File: src/rtl/pipeline_hazard_ctrl.sv
// Pipeline hazard controller for a classic five-stage core.
// It decides stall, flush and bubble controls for the IF/ID/EX boundary
// and tracks the multi-cycle multiply/divide unit. The priority is:
// taken branch, then load-use, then a wait on the mult/div unit, then
// normal issue. All four pipeline controls are combinational, so they
// act in the same cycle as the hazard they respond to.
// dbg_state and dbg_md_cnt expose the FSM state and down-counter.
module pipeline_hazard_ctrl #(
    parameter int MD_LATENCY = 4
) (
    input  logic        clk,
    input  logic        reset,
    input  logic [4:0]  id_rs,
    input  logic [4:0]  id_rt,
    input  logic        id_uses_rt,
    input  logic        id_md_start,
    input  logic        id_reads_hilo,
    input  logic        ex_mem_read,
    input  logic [4:0]  ex_rt,
    input  logic        ex_branch_taken,
    output logic        pc_write,
    output logic        if_id_write,
    output logic        if_id_flush,
    output logic        id_ex_bubble,
    output logic        md_busy,
    output logic [15:0] stall_count,
    output logic        dbg_state,
    output logic [3:0]  dbg_md_cnt
);

    typedef enum logic {
        RUN     = 1'b0,
        MD_WAIT = 1'b1
    } state_t;

    localparam logic [3:0] LP_MD_LOAD = 4'(MD_LATENCY - 1);

    state_t      r_state;
    logic [3:0]  r_md_cnt;
    logic [15:0] r_stall_count;

    logic w_lu;
    logic w_mh;
    logic w_issue;
    logic w_pc_write;
    logic w_if_id_write;
    logic w_if_id_flush;
    logic w_id_ex_bubble;

    // Hazard detection. A load into $zero never creates a dependency.
    // mfhi/mflo and a new mult/div must both wait while the unit is busy.
    // A taken branch flushes the ID instruction, so a mult/div there must not issue.
    always_comb begin
        w_lu    = ex_mem_read && (ex_rt != 5'd0) &&
                  ((ex_rt == id_rs) || (id_uses_rt && (ex_rt == id_rt)));
        w_mh    = (r_state == MD_WAIT) && (id_md_start || id_reads_hilo);
        w_issue = !reset && id_md_start && !ex_branch_taken && !w_lu && !w_mh;
    end

    // Pipeline controls in priority order. Reset forces normal flow.
    always_comb begin
        w_pc_write     = 1'b1;
        w_if_id_write  = 1'b1;
        w_if_id_flush  = 1'b0;
        w_id_ex_bubble = 1'b0;
        if (!reset) begin
            if (ex_branch_taken) begin
                w_if_id_flush  = 1'b1;
                w_id_ex_bubble = 1'b1;
            end else if (w_lu || w_mh) begin
                w_pc_write     = 1'b0;
                w_if_id_write  = 1'b0;
                w_id_ex_bubble = 1'b1;
            end
        end
    end

    // Mult/div occupancy FSM. A taken branch does not abort an in-flight operation.
    always_ff @(posedge clk) begin
        if (reset) begin
            r_state  <= RUN;
            r_md_cnt <= 4'd0;
        end else begin
            case (r_state)
                RUN: begin
                    if (w_issue) begin
                        r_state  <= MD_WAIT;
                        r_md_cnt <= LP_MD_LOAD;
                    end
                end
                MD_WAIT: begin
                    if (r_md_cnt == 4'd1) begin
                        r_state  <= RUN;
                        r_md_cnt <= 4'd0;
                    end else begin
                        r_md_cnt <= r_md_cnt - 4'd1;
                    end
                end
                default: begin
                    r_state  <= RUN;
                    r_md_cnt <= 4'd0;
                end
            endcase
        end
    end

    // Saturating count of cycles in which the PC was held.
    always_ff @(posedge clk) begin
        if (reset) begin
            r_stall_count <= 16'd0;
        end else if (!w_pc_write && (r_stall_count != 16'hFFFF)) begin
            r_stall_count <= r_stall_count + 16'd1;
        end
    end

    assign pc_write     = w_pc_write;
    assign if_id_write  = w_if_id_write;
    assign if_id_flush  = w_if_id_flush;
    assign id_ex_bubble = w_id_ex_bubble;
    assign md_busy      = !reset && (r_state == MD_WAIT);
    assign stall_count  = r_stall_count;
    assign dbg_state    = (r_state == MD_WAIT);
    assign dbg_md_cnt   = r_md_cnt;

endmodule

File: config.mk
export PLATFORM = sky130hd
export DESIGN_NAME = pipeline_hazard_ctrl
export DESIGN_NICKNAME = d
export VERILOG_FILES = /design/src/rtl/pipeline_hazard_ctrl.sv
export SDC_FILE = /design/constraint.sdc
export NUM_CORES = 1
export LEC_CHECK = 0
export BUFFER_PORTS_ARGS = -buffer_cell sky130_fd_sc_hd__buf_4
export CORE_ASPECT_RATIO = 1.25
export CORE_MARGIN = 5
export CORE_UTILIZATION = 49
export CTS_CLUSTER_SIZE = 16
export DETAILED_ROUTE_END_ITERATION = 8
export PLACE_DENSITY_LB_ADDON = 0.12
export SETUP_SLACK_MARGIN = 0.2
export SKIP_LAST_GASP = 1
export SYNTH_ARGS = -nofsm -noshare
export SYNTH_HDL_FRONTEND = slang
export SYNTH_SLANG_ARGS = --single-unit
File: constraint.sdc
create_clock -name clk -period 2.3 [get_ports clk]
set_clock_uncertainty 0.15 [all_clocks]
set_input_delay 0 -clock clk [delete_from_list [all_inputs] [get_ports clk]]
set_output_delay 0 -clock clk [all_outputs]
set_load 0.02 [all_outputs]
After elaboration in Yosys (flattened, before gate mapping)
Index checks and enable logic that the tools add are counted.
- $add $sub $neg: 2
- equality and inequality tests: 5
- muxes and demuxes: 14
- bitwise operators: 1
- reductions and logical operators: 19
- operators by type and width (operator ; count):
    16-bit by 1-bit adder with 16-bit output, second input constant ; 1
    16-bit != test, second input constant ; 1
    5-bit == test ; 2
    1-bit logical AND ; 10
    1-bit two-way mux ; 10
    4-bit two-way mux ; 2
    4-bit case mux with 2 select lines ; 1
    1-bit logical NOT ; 5
    5-bit nonzero test ; 1
    4-bit by 1-bit == test with 1-bit output, second input constant ; 1
    4-bit by 1-bit subtractor with 4-bit output, second input constant ; 1
    1-bit logical OR ; 3
    2-bit != test, second input constant ; 1
    1-bit case mux with 2 select lines ; 1
    1-bit inverter ; 1
- register bits after elaboration: 21
- input port bits: 22
- output and inout port bits: 26
- logic and storage cells: 44

Longest topological paths before layout
Gate-level depths: netlist (run 1).
- depth in word-level cells: 10
- gate-level depth with buffers: 8
- mapped depth without buffers: 7

Worst setup path before layout (run 1)
Ideal clock, no wire load.
- path kind: flip-flop to flip-flop
- start: register r_stall_count[0], in the netlist stall_count[0]
- end: register r_stall_count[1], in the netlist stall_count[1]
- setup time: 128 ps
- arrival time: 1894 ps
- data required time: 2022 ps
- path slack: 129 ps
- cell stages (with the launch flop): 9
- path buffers: 1
- period minus slack after synthesis: 2171 ps
- cells stage by stage: dfxtp_1 > ha_1 > inv_1 > nor4_1 > a221oi_1 > nand2_1 > buf_2 > mux2i_1 > nor2_1
- cells in the longest elaborated chain, start to end: 2
- elaborated cells between the ends (all ways): 3
- classes of those cells: 1 x add/sub; 1 x eq/ne; 1 x reduce/logical
- ends and longest elaborated chain (item ; line ; RTL):
    from (decl) ; 40 ; logic [15:0] r_stall_count;
    from (signal assigned) ; 112 ; r_stall_count <= r_stall_count + 16'd1;
    parallel branches: the longest is 2 deep, another holds 16-bit by 1-bit adder with 16-bit output ; n/a ;
Parallel ways; which one is timed is not known.
A chain may end at the register's enable or synchronous reset.

Worst setup path after layout (run 1)
- start: register r_stall_count[0], in the netlist stall_count[0]
- end: register r_stall_count[8], in the netlist stall_count[8]
Same word-level chain as after synthesis.

==> results_dict.tcl, run 1 <==
set metrics [dict create \
    postLayoutCellArea_sq_mm 0.00188 \
    synth_fa_ha_area_share_pct 2.82 \
    footprint_of_the_flip_flops_and_latches_sq_um 430 \
    syn2layout_area_growth_pct 41.2 \
    timing.final.crit_share_pct 87.4 \
    cap_violations 0 \
    postSynthRegisterBits 21 \
    cellPowerDensity_mw_per_mm2 388 \
    drt-wirelength-per-cell_um 14.1 \
    cp-start-kind "flip-flop" \
    globalRouteMet3Util_pct 3.02 \
    multi_input_comb_area_sq_um 867 \
    synth.distinct_cells 43 \
    grt_overflow 0 \
    timing.setup.tns_ns 0 \
    crit_path_cell_trace "ha_1 > inv_2 > nor4_4 > a221oi_2 > nand2_2 > buf_4 > or4_1 > a21oi_1" \
    placementRows 21 \
    num_io_pins 48 \
    die_x_um 56.6 \
    layout-drive-gt1-share_pct 38.6 \
    hold_path.class "in -> reg" \
    dr.first_iter.drc_count 47 \
    drc 0 \
    cts.sink_count 21 \
    critPathMaxFanout 5 \
    synth_area_in_compound_gates_pct 21.9 \
    cts_inserted_buffers 3 \
    grt_util_met1_pct 21.0 \
    yosysSeqAreaShare_pct 31.6 \
    final_util_pct 70.7 \
    wl_final_mm 3.57 \
    timing.critical_path.max_delay_family "simple AND/OR/NAND/NOR gates" \
    track_usage_pct 18.2 \
    synth_top_family_by_area "simple AND/OR/NAND/NOR gates" \
    p_leak_nw 0.725 \
    antenna_diode_count 0 \
    initial_utilization_pct 50.1 \
    syn-cell-area_sq_mm 0.00133 \
    timing.slew.headroom_pct 68.6 \
    cts_max_level 1 \
    grt_max_degree 27 \
    vdd.ir_drop.worst_uv 389 \
    drt-vias-per-instance 5.69 \
    end_kind "flip-flop" \
    floorplan.core_area_sq_mm 0.00265 \
    cts_tree "yes" \
    crit_path_dat_ns 2.11 \
    yosysWarningCount 0 \
    globalRoute.busiestLayer "met2" \
    synth.avg_cell_area_sq_um 8.36 \
    detailed_place.area_sq_mm 0.00172 \
    required_ns 2.40 \
    finalPower_mw 0.728 \
    number_of_nets_at_the_end_of_the_flow 246 \
    cells_taking_the_most_area_after_synthesis "sky130_fd_sc_hd__dfxtp_1 32%, sky130_fd_sc_hd__xnor2_1 6.6%, sky130_fd_sc_hd__a21oi_1 5.3%, sky130_fd_sc_hd__o31ai_1 4.0%, sky130_fd_sc_hd__or4_1 4.0%" \
    synth_largest_type_area_fraction_pct 31.6 \
    fmax_mhz 497 \
    layout.filler_cells 216 \
    buffer_levels_on_the_longest_clock_path 2 \
    synthCells 159 \
    globalRouteMet2Util_pct 34.0 \
    routed-via-count 1444 \
    yosys.area.top_type "sky130_fd_sc_hd__dfxtp_1" \
    firstDrtPassIters 4 \
    synth-simple-area-share_pct 29.3 \
    finalSetupViolations 0 \
    timing.setup.critical_path_class "reg -> reg" \
    antenna_violations_before_repair 0 \
    critical_path.max_stage_delay_ns 0.39 \
    die_h_um 68.2 \
    async_reset_ff_share_pct 0 \
    multiplexer_fraction_of_the_synthesized_cell_area_pct 1.88 \
    finalHoldViolCount 0 \
    number_of_nets_in_the_synthesized_netlist 184 \
    worst-slew-pin-transition_ns 0.464 \
    worst-path-buf-inv 2 \
    yosys_most_used_dff "sky130_fd_sc_hd__dfxtp_1" \
    path_clk_slew_ns 0.12 \
    place.gp.congestion 0.850 \
    hpwl_mm 2.65 \
    synthXorXnorAreaFrac_pct 7.25 \
    count_of_flip_flops_with_a_built_in_enable_after_synthesis 0 \
    status "completed" \
    drt.antenna.violating_nets 0 \
    grt_pass1_vias 1363 \
    grt_setup_unrepaired "yes" \
    clock_tree.root_cell "sky130_fd_sc_hd__clkbuf_4" \
    fp.dieArea_sq_mm 0.00386 \
    hold_ws_ns 0.0280 \
    io_buffers 47 \
    clock_latency_ns 0.30 \
    timing.critical_path.slowest_stage_cell "sky130_fd_sc_hd__or4_1" \
    timing.final.max_slew_violations 0 \
    grt_first_pass_wirelength_mm 5.78 \
    fin_crit_ns 2.01 \
]
## cell usage after synthesis, types with 2 or more instances
cell type	n
sky130_fd_sc_hd__or4_1	7
sky130_fd_sc_hd__buf_4	2
sky130_fd_sc_hd__clkbuf_1	4
sky130_fd_sc_hd__nor2_1	10
sky130_fd_sc_hd__xnor2_1	10
sky130_fd_sc_hd__ha_1	3
sky130_fd_sc_hd__nor3_1	5
sky130_fd_sc_hd__nor2b_1	3
sky130_fd_sc_hd__nand2_1	12
sky130_fd_sc_hd__inv_1	6
sky130_fd_sc_hd__nand3_1	7
sky130_fd_sc_hd__o31ai_1	7
sky130_fd_sc_hd__o41ai_1	2
sky130_fd_sc_hd__o21ai_0	6
sky130_fd_sc_hd__dfxtp_1	21
sky130_fd_sc_hd__a31oi_1	2
sky130_fd_sc_hd__a21oi_1	14
sky130_fd_sc_hd__or4b_1	2
sky130_fd_sc_hd__or3_1	6
sky130_fd_sc_hd__nand4_1	7
## worst paths after layout
path	from	to	slack, ns	cells after the start
worst min-delay path	ex_mem_read	dbg_state	0.03	5
worst min register to register	stall_count[15]	stall_count[15]	0.36	2
worst max-delay path	stall_count[0]	stall_count[8]	0.29	8
worst max register to register	stall_count[0]	stall_count[8]	0.29	8
## per-layer routing
layer	wire [um]	share of wire (%)	vias up
li1	-	-	723
met1	1460	41	666
met2	1870	52	51
met3	210	5.9	4
met4	31	0.87	0
met5	0	0	-
## logic make-up (layout without fill, tap and decap cells)
family / Yosys count / count (layout)
and+or+nand+nor: 67 / 68
AOI/OAI and AO/OA: 41 / 41
DFF: 21 / 21
muxes: 2 / 2
adders and majority gates: 3 / 3
xor gates and xnor gates: 11 / 11
buffers and inverters: 14 / 74
## state kept, by name (all words and copies together), names as in the netlist
register     cells
stall_count     16
dbg_md_cnt       4
dbg_state        1
## layout by cell type, fill, tap and decap left out, types with 6 or more instances in the layout
cell type,instances
sky130_fd_sc_hd__a21oi_1,14
sky130_fd_sc_hd__buf_4,61
sky130_fd_sc_hd__dfxtp_1,13
sky130_fd_sc_hd__dfxtp_2,8
sky130_fd_sc_hd__nand2_1,12
sky130_fd_sc_hd__nand3_1,7
sky130_fd_sc_hd__nand4_1,7
sky130_fd_sc_hd__nor2_1,10
sky130_fd_sc_hd__o21ai_0,6
sky130_fd_sc_hd__o31ai_1,7
sky130_fd_sc_hd__or3_1,6
sky130_fd_sc_hd__or4_1,7
sky130_fd_sc_hd__xnor2_1,10
## where the power goes
| group | switching [mW] | internal (mW) | total, mW |
|---|---|---|---|
| Sequential | 0.00746 | 0.371 | 0.378 |
| Combinational | 0.0841 | 0.0861 | 0.170 |
| Clock | 0.112 | 0.0676 | 0.180 |
| Total | 0.204 | 0.524 | 0.728 |
## metrics by stage
step,std cells,setup slack (ns)
after floorplan,159,0.256
after global routing,254,0.166
after detailed placement,237,0.182
after global placement,237,0.230
after CTS,246,0.213
final,254,0.289
## final cells by class
| cell class | count | share of cell area [%] |
|---|---|---|
| multi-input combinational | 125 | 46.2 |
| timing repair buffer | 64 | 26.0 |
| sequential | 21 | 22.9 |
| clock buffer | 4 | 1.40 |
| tap | 34 | 2.27 |
| inverter | 6 | 1.20 |
## worst register-to-register path, delay by kind of cell (launching register included)
kind,cells,cell delay [ns]
fa+ha+maj,1,0.23
simple gates,3,0.57
flops,1,0.34
buf+inv,2,0.25
compound gates,2,0.41
## what timing repair did
item,4_1_cts,5_1_grt
endpoints found under the hold margin,20,0
pin swaps,1,4
hold buffers,3,0
gates cloned,0,1
setup buffers,2,7
resized for setup,1,10
setup endpoints to repair,5,13
Note: power is estimated with default switching activity, not from simulation.
==> inputs of run 2 (changes only) <==
- CORE_UTILIZATION: 49 -> 35
==> run 2 against run 1 <==
Effect of this change: critical path depth down 2; sequential cell count did not move; sequential share of layout area up 0.25 points; via count is 3.3% lower; setup slack better by 0.019 ns; count of clock-buffer cells in the layout fell by 1; non-clock buffer count fell by 6; first-iteration DRC count grew 19%; cell count decreased by 0.39%; combinational power shrank 4%; global-route usage down 3.5 points; total power increased by 8.9%.
==> results_dict.tcl, run 2 (synthesis results as in run 1) <==
set metrics [dict create \
    timing.slew.headroom_pct 67.4 \
    cp-start-kind "flip-flop" \
    timing.setup.tns_ns 0 \
    timing.setup.critical_path_class "reg -> reg" \
    die_x_um 65.1 \
    routed-via-count 1397 \
    fin_crit_ns 1.99 \
    track_usage_pct 14.7 \
    antenna_violations_before_repair 0 \
    grt_pass1_vias 1398 \
    layout.cells.most_common_list "55 x sky130_fd_sc_hd__buf_4, 14 x sky130_fd_sc_hd__a21oi_1, 14 x sky130_fd_sc_hd__dfxtp_1" \
    critical_path.max_stage_delay_ns 0.55 \
    path_clk_slew_ns 0.08 \
    cellPowerDensity_mw_per_mm2 426 \
    worst-slew-pin-transition_ns 0.483 \
    buffer_levels_on_the_longest_clock_path 2 \
    number_of_nets_at_the_end_of_the_flow 239 \
    timing.final.crit_share_pct 86.6 \
    layout.filler_cells 364 \
    placementRows 25 \
    finalSetupViolations 0 \
    antenna_diode_count 0 \
    hpwl_mm 2.79 \
    required_ns 2.31 \
    vdd.ir_drop.worst_uv 314 \
    num_io_pins 48 \
    initial_utilization_pct 35.7 \
    largest_register_ffs 16 \
    drt-vias-per-instance 5.52 \
    critPathMaxFanout 7 \
    fmax_mhz 502 \
    end_kind "flip-flop" \
    grt_overflow 0 \
    dr.first_iter.drc_count 56 \
    timing.critical_path.slowest_stage_cell "sky130_fd_sc_hd__or4_1" \
    floorplan.core_area_sq_mm 0.00372 \
    clock_latency_ns 0.27 \
    layout.cells.most_common "sky130_fd_sc_hd__buf_4" \
    die_h_um 78.9 \
    wl_final_mm 3.66 \
    status "completed" \
    firstDrtPassIters 4 \
    grt_first_pass_wirelength_mm 6.15 \
    place.gp.congestion 0.858 \
    cts.sink_count 21 \
    cap_violations 0 \
    io_buffers 47 \
    crit_path_dat_ns 2.00 \
    grt_max_degree 27 \
    drc 0 \
    hold_ws_ns 0.0736 \
    drt-wirelength-per-cell_um 14.5 \
    syn2layout_area_growth_pct 40.1 \
    crit_path_cell_trace "ha_2 > inv_2 > or4_1 > nand4_1 > nor4b_2 > mux2_4" \
    finalHoldViolCount 0 \
    p_leak_nw 0.702 \
    timing.final.max_slew_violations 0 \
    cts_max_level 1 \
    hold_path.class "in -> reg" \
    layout-drive-gt1-share_pct 37.6 \
    fp.dieArea_sq_mm 0.00514 \
    cts_tree "yes" \
    worst-path-buf-inv 1 \
    drt.antenna.violating_nets 0 \
    cts_inserted_buffers 3 \
    grt_setup_unrepaired "no" \
    timing.critical_path.max_delay_family "simple AND/OR/NAND/NOR gates" \
    clock_tree.root_cell "sky130_fd_sc_hd__clkbuf_8" \
]
-- run 2: changes by cell type in the layout (fill, tap and decap cells not counted), moves of 2 or more --
| cell | change |
|---|---|
| sky130_fd_sc_hd__buf_4 | -6 |
| sky130_fd_sc_hd__clkbuf_8 | +3 |
| sky130_fd_sc_hd__clkbuf_4 | -3 |
| sky130_fd_sc_hd__dfxtp_2 | -2 |
-- run 2: power breakdown --
group | internal, mW | switching, mW
Sequential | 0.369 | 0.00794
Clock | 0.122 | 0.130
Combinational | 0.0814 | 0.0814
Total | 0.573 | 0.220
-- run 2: tightest hold or removal path, cell delays in order --
cell                      delay (ns)
sky130_fd_sc_hd__buf_4          0.09
sky130_fd_sc_hd__o21a_4         0.13
sky130_fd_sc_hd__a21oi_2        0.08
sky130_fd_sc_hd__nor2_1         0.09
sky130_fd_sc_hd__nor3_1         0.05
-- run 2: layout make-up --
type,count,area (sq um),area share [%]
clock buffers,3,41.3,2.22
clock inverters,1,7.51,0.403
inverters,6,22.5,1.21
multi-input cells,124,866,46.5
flip-flops and latches,21,432,23.2
well taps,40,50.0,2.69
repair buffers,58,443,23.8
-- run 2: final timing paths --
path	endpoint	startpoint	cells after the start	slack [ns]
min reg2reg	stall_count[15]	stall_count[15]	2	0.35
max reg2reg	stall_count[7]	stall_count[1]	6	0.31
min	dbg_state	ex_mem_read	5	0.07
max	stall_count[7]	stall_count[1]	6	0.31
-- run 2: layer usage --
| metal | GRT usage, % | share of wire, % |
|---|---|---|
| met5 | 0 | 0 |
| met4 | 5.60 | 1.3 |
| met3 | 3.82 | 7.2 |
| met2 | 25.8 | 49 |
| met1 | 16.9 | 42 |
-- run 2: what timing repair did --
item	4_1_cts	5_1_grt
pin swaps	0	3
hold buffers	3	0
endpoints found under the setup margin	5	14
buffers inserted	1	1
hold endpoints to repair	20	0
resized for setup	1	11
gates cloned	0	0
-- run 2: per-stage QoR --
step	cell area, sq um	cells	util (%)	total power [mW]	worst slack (ns)
finish	1860	253	50.0	0.793	0.308
global placement	1730	244	46.6	0.541	0.261
detailed placement	1730	244	46.6	0.544	0.206
floorplan	1330	159	-	0.479	0.256
CTS	1830	252	49.0	0.807	0.205
global route	1860	253	50.0	0.839	0.201
==> inputs of run 3 (changes only) <==
- PLACE_DENSITY: unset -> 0.57
- PLACE_DENSITY_LB_ADDON: 0.12 -> unset
==> run 3 against run 2 <==
Effect of this change: routed wire length is 3.7% higher; via count is 2.8% higher; total power is 1.4% lower; largest power group unchanged; sequential cell count stayed put; maximum frequency is 1.1% lower; highest routed layer unchanged; critical path type unchanged; combinational power hardly changed; cell count is 0.40% higher; sequential power hardly changed; hold slack worse by 0.066 ns.
==> results_dict.tcl, run 3 (synthesis results as in run 1) <==
set metrics [dict create \
    status "completed" \
    clock_tree.root_cell "sky130_fd_sc_hd__clkbuf_8" \
    num_io_pins 48 \
    grt_setup_unrepaired "yes" \
    grt_overflow 0 \
    layout.cells.most_common_list "55 x sky130_fd_sc_hd__buf_4, 17 x sky130_fd_sc_hd__dfxtp_1, 14 x sky130_fd_sc_hd__a21oi_1" \
    layout.cells.most_common "sky130_fd_sc_hd__buf_4" \
    route.top_layer_used "met4" \
    timing.final.crit_share_pct 87.6 \
    fp.dieArea_sq_mm 0.00514 \
    die_h_um 78.9 \
    footprint_of_the_flip_flops_and_latches_sq_um 428 \
    finalPower_mw 0.782 \
    cts_inserted_buffers 3 \
    path_clk_slew_ns 0.07 \
    antenna_violations_before_repair 0 \
    finalSetupViolations 0 \
    io_buffers 47 \
    critPathMaxFanout 7 \
    drt.antenna.violating_nets 0 \
    largest_register_ffs 16 \
    routed-via-count 1436 \
    wl_final_mm 3.79 \
    drc 0 \
    grt_first_pass_wirelength_mm 5.91 \
    timing.setup.critical_path_class "reg -> reg" \
    track_usage_pct 14.2 \
    worst-slew-pin-transition_ns 0.489 \
    wl_met2_mm 1.95 \
    drt-vias-per-instance 5.65 \
    cts.sink_count 21 \
    timing.slew.headroom_pct 67.1 \
    cellPowerDensity_mw_per_mm2 420 \
    end_kind "flip-flop" \
    hpwl_mm 2.86 \
    firstDrtPassIters 4 \
    antenna_diode_count 0 \
    final_util_pct 50.0 \
    cts_tree "yes" \
    timing.setup.tns_ns 0 \
    placementRows 25 \
    vdd.ir_drop.worst_uv 267 \
    layout.filler_cells 375 \
    fin_crit_ns 2.01 \
    cts_max_level 1 \
    syn2layout_area_growth_pct 40.0 \
    multi_input_comb_area_sq_um 866 \
    wl_met1_mm 1.49 \
    initial_utilization_pct 35.7 \
    grt_pass1_vias 1287 \
    hold_path.class "in -> reg" \
    grt_max_degree 27 \
    cap_violations 0 \
    floorplan.core_area_sq_mm 0.00372 \
    number_of_nets_at_the_end_of_the_flow 240 \
    finalHoldViolCount 0 \
    drt-wirelength-per-cell_um 14.9 \
    cp-start-kind "flip-flop" \
    p_leak_nw 0.707 \
    wl_met3_um 315 \
    required_ns 2.30 \
    timing.final.max_slew_violations 0 \
    clock_latency_ns 0.26 \
    layout-drive-gt1-share_pct 36.4 \
    buffer_levels_on_the_longest_clock_path 2 \
    die_x_um 65.1 \
    dr.first_iter.drc_count 55 \
    place.gp.congestion 0.839 \
    fmax_mhz 497 \
    crit_path_dat_ns 2.01 \
]
## run 3: layer usage
metal  vias up  global-route usage, %
li1        706                      -
met1       672                   16.1
met2        54                   25.6
met3         4                   3.96
met4         0                   4.36
met5         -                      0
## run 3: path summary, 6_finish.rpt
path / start / to / slack [ns] / cells after the start
worst min-delay path: id_md_start / dbg_state / 0.008 / 5
worst min register to register: stall_count[15] / stall_count[15] / 0.35 / 2
worst max-delay path: stall_count[1] / stall_count[7] / 0.29 / 6
worst max register to register: stall_count[1] / stall_count[7] / 0.29 / 6
## run 3: timing repair
| item | 4_1_cts | 5_1_grt |
|---|---|---|
| buffers inserted | 2 | 0 |
| endpoints found under the setup margin | 5 | 13 |
| hold endpoints to repair | 18 | 0 |
| resized for setup | 2 | 8 |
| pin swaps | 2 | 2 |
| cloned | 1 | 0 |
| hold buffers | 2 | 0 |
## run 3: per-stage QoR
stage / instances / cell area [sq um] / hold WS (ns) / worst slack [ns]
4_1_cts: 254 / 1830 / 0.00606 / 0.201
3_5_place_dp: 245 / 1740 / 0.221 / 0.164
2_1_floorplan: 159 / 1330 / 0.0353 / 0.256
3_3_place_gp: 245 / 1740 / 0.215 / 0.249
5_1_grt: 254 / 1860 / 0.0271 / 0.148
6_report: 254 / 1860 / 0.00784 / 0.286
## run 3: power by group
group	leakage [nW]	switching, mW	internal, mW	total (mW)
combinational	0.512	0.0833	0.0816	0.165
sequential	0.172	0.00801	0.369	0.377
clock	0.0228	0.116	0.123	0.240
total	0.707	0.208	0.574	0.782
## run 3: layout make-up
class / count / area share (%)
clock buffers: 4 / 2.42
inverters: 6 / 1.21
multi-input cells: 124 / 46.5
flip-flops and latches: 21 / 23.0
well taps: 40 / 2.69
repair buffers: 59 / 24.1
## run 3: critical path, cell delays in order (launching register included)
cell and delay [ns]:
sky130_fd_sc_hd__dfxtp_4 0.38, sky130_fd_sc_hd__ha_2 0.21, sky130_fd_sc_hd__inv_2 0.06, sky130_fd_sc_hd__or4_1 0.55, sky130_fd_sc_hd__nand4_1 0.17, sky130_fd_sc_hd__nor4b_2 0.08, sky130_fd_sc_hd__mux2_4 0.30
